## src/rtl/ifetch_queue.sv

```systemverilog
// Instruction fetch queue: issues one instruction-memory request at a time and
// buffers returned words, tagged with their addresses, for the decode stage.
// A redirect from execute flushes the queue. A request still outstanding at
// that moment is drained through FLUSH, and its returned word is discarded.
module ifetch_queue #(
    parameter int          DEPTH    = 4,
    parameter logic [31:0] RESET_PC = 32'h0000_0000
) (
    input  logic        clock,
    input  logic        reset,
    input  logic        enable,
    input  logic        redirect,
    input  logic [31:0] redirect_pc,
    output logic        mem_req,
    output logic [31:0] mem_addr,
    input  logic        mem_ack,
    input  logic [31:0] mem_rdata,
    output logic        out_valid,
    input  logic        out_ready,
    output logic [31:0] out_instr,
    output logic [31:0] out_pc,
    output logic [3:0]  count
);

    localparam int         PTR_W   = (DEPTH > 1) ? $clog2(DEPTH) : 1;
    localparam logic [3:0] DEPTH_C = 4'(DEPTH);

    typedef enum logic [1:0] {
        ST_IDLE  = 2'b00,
        ST_WAIT  = 2'b01,
        ST_FLUSH = 2'b10
    } state_t;

    state_t             state_r;
    state_t             state_next_s;
    logic [31:0]        fetch_pc_r;
    logic [31:0]        fetch_pc_next_s;
    logic [31:0]        req_addr_r;
    logic [31:0]        req_addr_next_s;
    logic               mem_req_r;
    logic [3:0]         count_r;
    logic [3:0]         count_after_s;
    logic [PTR_W-1:0]   head_r;
    logic [PTR_W-1:0]   tail_r;
    logic [31:0]        pc_mem_r    [DEPTH];
    logic [31:0]        instr_mem_r [DEPTH];
    logic               push_s;
    logic               pop_s;
    logic               valid_s;

    assign valid_s   = (count_r != 4'd0);
    assign out_valid = valid_s;
    assign out_pc    = valid_s ? pc_mem_r[head_r]    : 32'h0000_0000;
    assign out_instr = valid_s ? instr_mem_r[head_r] : 32'h0000_0000;
    assign count     = count_r;
    assign mem_req   = mem_req_r;
    assign mem_addr  = req_addr_r;

    // Next-state, next fetch address and push/pop decode for the fetch FSM
    always_comb begin
        state_next_s    = state_r;
        fetch_pc_next_s = fetch_pc_r;
        req_addr_next_s = req_addr_r;
        // Only a returned word for a live (non-flushed) request is queued
        push_s          = (state_r == ST_WAIT) && mem_ack && !redirect;
        pop_s           = valid_s && out_ready;
        // Occupancy after this edge, used to decide whether to chain a request
        count_after_s   = count_r + {3'b000, push_s} - {3'b000, pop_s};
        case (state_r)
            ST_IDLE: begin
                if (redirect) begin
                    fetch_pc_next_s = redirect_pc;
                end else if (enable && (count_r < DEPTH_C)) begin
                    state_next_s    = ST_WAIT;
                    req_addr_next_s = fetch_pc_r;
                end else begin
                    state_next_s = ST_IDLE;
                end
            end
            ST_WAIT: begin
                if (redirect) begin
                    fetch_pc_next_s = redirect_pc;
                    // Without the ack the memory still owes us a word: drain it
                    state_next_s    = mem_ack ? ST_IDLE : ST_FLUSH;
                end else if (mem_ack) begin
                    fetch_pc_next_s = fetch_pc_r + 32'd4;
                    if (enable && (count_after_s < DEPTH_C)) begin
                        req_addr_next_s = fetch_pc_r + 32'd4;
                    end else begin
                        state_next_s = ST_IDLE;
                    end
                end else begin
                    state_next_s = ST_WAIT;
                end
            end
            ST_FLUSH: begin
                if (redirect) begin
                    fetch_pc_next_s = redirect_pc;
                end else begin
                    fetch_pc_next_s = fetch_pc_r;
                end
                if (mem_ack) begin
                    state_next_s = ST_IDLE;
                end else begin
                    state_next_s = ST_FLUSH;
                end
            end
            default: begin
                state_next_s = ST_IDLE;
            end
        endcase
    end

    // FSM state, fetch address and registered memory request
    always_ff @(posedge clock or posedge reset) begin
        if (reset) begin
            state_r    <= ST_IDLE;
            fetch_pc_r <= RESET_PC;
            req_addr_r <= 32'h0000_0000;
            mem_req_r  <= 1'b0;
        end else begin
            state_r    <= state_next_s;
            fetch_pc_r <= fetch_pc_next_s;
            req_addr_r <= req_addr_next_s;
            mem_req_r  <= (state_next_s != ST_IDLE);
        end
    end

    // Queue pointers and occupancy; a redirect empties the queue outright
    always_ff @(posedge clock or posedge reset) begin
        if (reset) begin
            head_r  <= '0;
            tail_r  <= '0;
            count_r <= 4'd0;
        end else if (redirect) begin
            head_r  <= '0;
            tail_r  <= '0;
            count_r <= 4'd0;
        end else begin
            if (push_s) begin
                tail_r <= tail_r + PTR_W'(1);
            end
            if (pop_s) begin
                head_r <= head_r + PTR_W'(1);
            end
            count_r <= count_after_s;
        end
    end

    // Queue storage: each entry keeps the fetch address alongside the word
    always_ff @(posedge clock or posedge reset) begin
        if (reset) begin
            for (int i = 0; i < DEPTH; i++) begin
                pc_mem_r[i]    <= 32'h0000_0000;
                instr_mem_r[i] <= 32'h0000_0000;
            end
        end else if (push_s) begin
            pc_mem_r[tail_r]    <= req_addr_r;
            instr_mem_r[tail_r] <= mem_rdata;
        end
    end

endmodule
```

## config.mk

```make
export PLATFORM = sky130hd
export DESIGN_NAME = ifetch_queue
export DESIGN_NICKNAME = d
export VERILOG_FILES = /design/src/rtl/ifetch_queue.sv
export SDC_FILE = /design/constraint.sdc
export NUM_CORES = 1
export LEC_CHECK = 0
export ABC_AREA = 1
export CAP_MARGIN = 0
export CORE_MARGIN = 1
export CORE_UTILIZATION = 50
export DETAILED_ROUTE_END_ITERATION = 8
export PLACE_DENSITY = 0.81
export SLEW_MARGIN = 0
export SYNTH_ARGS = -nofsm -noshare
export SYNTH_HDL_FRONTEND = slang
export SYNTH_SLANG_ARGS = --single-unit
```

## constraint.sdc

```tcl
create_clock -name clock -period 14.3 [get_ports clock]
set_clock_uncertainty 0.1 [all_clocks]
set_input_delay 2.86 -clock clock [delete_from_list [all_inputs] [get_ports clock]]
set_output_delay 2.86 -clock clock [all_outputs]
set_load 0.005 [all_outputs]
```

==> run metrics <==
outcome=complete, no violations; largest family of logic cells by synthesized area=simple AND/OR/NAND/NOR gates; WL/cell=between 15 and 20 um; VDD IR max=between 0.0001 and 0.00015 V; RSZ-0062 raised after global routing=no; global route total overflow=0; Min-Delay Path Class=flop to flop; TritonCTS buffer count=37; library cells used by synthesis=30; cts repair resizes=0; Placed Instances=roughly 2500; Crit. End Element=output pin; register area=~8300 um2; layout cells sized above 1=under 10%; Via density=between 5 and 6; via count=14100; Synth async-reset ratio=100%; diode count=0; #FFs+latches synth=between 300 and 400; final critical-path share of the clock period=between 40% and 50%; H-tree depth=2; Tot GR Track Use=a little over a quarter; Die Wd=roughly 180 um; Synth Area in Adders=less than 1%; clock period minus worst slack=roughly 6.5 ns; Synth Area in Compound Gates=approximately 17%; worst skew pair latency=0.52 ns; worst reg2reg endpoint=mem_addr[9]; R2R setup slack=about 11 ns; Multi-input gate area=between 6000 and 7000 um2; DRC viols=0; I/O pins=between 150 and 200; fin cells=2589; core area=31500 um2; number of synthesized flops with an enable pin=0; maxcap violations=0; Clock Pin Slew Worst Setup and Hold Paths=~0.06 ns; Routed Antenna Nets=0; Final HPWL DP=between 20000 and 30000 um; Root Driver=clkbuf_16; Hold WS=about 0.38 ns; Clock Tree Buf Depth=3; critical path class=flop to output pin; TNS Setup=0 ns; drt total wl=42300 um; TritonCTS clock tree=done; Slowest cell on crit path=buf_4; initial antenna violation count=0; Slew Limit Fails=0; crit-path max FO=65; Syn Inst Count=around 2100; worst-margin pin slew=around 1.2 ns; pin count of the biggest net entering global routing=roughly 120; YS warnings=0; endpoints failing hold=0; CTS Sinks=331; Starting Density=50.7%; Hold EP=pc_mem_r[12]; Pint=between 2 and 2.5 mW; combinational power share=37.1%; crit path cell chain=buf_4 -> inv_2 -> buf_4 -> nor2_1 -> o21ai_0 -> a21oi_1 -> clkdlybuf4s50_1; Crit path required time=roughly 11 ns; Primary FF master, synth=dfrtp_1; Seq/Total Area, Yosys=between 50 and 60%; leak pwr=between 8 and 9 nW; Clk pwr share=between 20% and 30%; first-pass GRT wire length=around 70000 um; r2r worst-path depth=19; xor/xnor cell area share of the yosys netlist=0.494%; sw frac=between 30% and 40%; pwr dens=approximately 190 nW/um2; Worst Hold Path Cells=2; die area=about 33000 um2; CP dominant cell by count=buf_4; slowest cell delay on critical path=a little under 0.7 ns; Reg2Reg Launch Point=state_r[1]; Setup crit start kind=flop; post-synthesis mux area share=less than 1%; relative slew slack=roughly 22%; hold path startpoint=pc_mem_r[12]; port bufs=about 170; postcts setup bufs=0; Data arrival, critical path=around 3.6 ns; Netlist Area Pre-Place=about 16000 um2; Seq pwr share=36.7%; die height=approximately 180 um; synthesis-to-finish area growth=18.6%; CTS Hold Buffers Added=0; vias in the first global route=about 14000; post-synthesis simple-gate area fraction=22.9%; Rows=65; # setup viols final=0; final RePlAce weighted congestion=around 0.9; drt initial violations=1441; mean area per synthesized cell=7.72 um2; f_max=0.153 GHz; fill count=2691; P_sw=between 1 and 1.5 mW; drt first pass iters=8; NumNets Final=between 2000 and 2500; syn nets=2150
==> critical path: cells and delay by family (launching register included) <==
| family | cells | cell delay [ns] |
|---|---|---|
| buffers and inverters | 4 | 2.11 |
| AO/OA/AOI/OAI | 2 | 0.41 |
| flip-flops | 1 | 0.33 |
| AND/OR/NAND/NOR | 1 | 0.16 |
==> state kept, by name, summed over array words and instances (netlist names) <==
register,cells
pc_mem_r,128
mem_req,1
instr_mem_r,128
mem_addr,32
fetch_pc_r,32
state_r,2
head_r,2
tail_r,2
count,4
==> per-layer routing <==
metal  vias to the layer above  track usage, %  wire length [um]
met5                         -               0                 0
met4                         0            9.16              1170
met3                        76            3.73              2960
met2                       533            42.1             19700
met1                      6682            36.2             18500
li1                       6852               -                 -
==> power groups by stage <==
stage	registers (mW)	clock network [mW]	logic (mW)
2_1_floorplan	1.27	0	0.771
3_3_place_gp	1.33	0	1.31
3_5_place_dp	1.34	0	1.34
4_1_cts	1.33	0.967	1.34
5_1_grt	1.35	1.01	1.50
6_report	1.33	0.952	1.34
==> how the worst max path moves through the flow <==
| stage | end | cells past startpoint | from |
|---|---|---|---|
| 2_1_floorplan | count[0] | 1 | reset |
| 4_1_cts | out_pc[15] | 7 | head_r[1] |
| 3_5_place_dp | mem_addr[9] | 18 | redirect |
| 6_report | out_pc[15] | 7 | head_r[1] |
| 3_3_place_gp | mem_addr[9] | 18 | redirect |
| 5_1_grt | out_pc[15] | 7 | head_r[1] |
==> cells by family after synthesis <==
family	after synthesis
fa+ha+maj	12
xor+xnor	9
buf+inv	257
simple gates	932
mux	4
compound gates	523
flops	331
==> synth_stat cells (8+ instances only) <==
cell | number | area (um2)
buf_1 | 9 | 33.8
clkbuf_1 | 35 | 131
nand3_1 | 57 | 285
o21ai_1 | 278 | 1390
nor2_1 | 347 | 1300
a21oi_1 | 72 | 360
xor2_1 | 9 | 78.8
buf_2 | 74 | 370
o22ai_1 | 8 | 50.1
ha_1 | 11 | 138
nand2_1 | 499 | 1870
inv_1 | 124 | 465
or2_2 | 8 | 50.1
dfrtp_1 | 331 | 8280
o21ai_0 | 159 | 796
==> cell type report <==
| cell class | instances | area share (%) |
|---|---|---|
| flip-flops and latches | 331 | 43.8 |
| multi-input cells | 1480 | 34.9 |
| repair buffers | 186 | 9.63 |
| clock buffers | 50 | 5.80 |
| well taps | 402 | 2.66 |
| inverters | 129 | 2.60 |
| clock inverters | 11 | 0.681 |
==> layout by cell type (no fill, tap or decap), types with 11 or more instances in the layout <==
cell type          n
nand2_1          495
nor2_1           346
dfrtp_1          329
o21ai_1          278
clkdlybuf4s50_1  171
o21ai_0          159
inv_1            122
a21oi_1           72
nand3_1           57
clkbuf_16         39
buf_4             15
ha_1              11
==> through the flow <==
stage | power (mW) | setup slack [ns] | util [%] | cell area, um2
floorplan | 2.04 | 2.17 | - | 16000
global placement | 2.64 | 7.84 | 56.3 | 17700
detailed placement | 2.67 | 7.68 | 56.3 | 17700
CTS | 3.64 | 7.81 | 60.2 | 18900
global route | 3.86 | 7.61 | 60.2 | 18900
finish | 3.62 | 7.75 | 60.2 | 18900
Note: power is estimated with default switching activity, not from simulation.
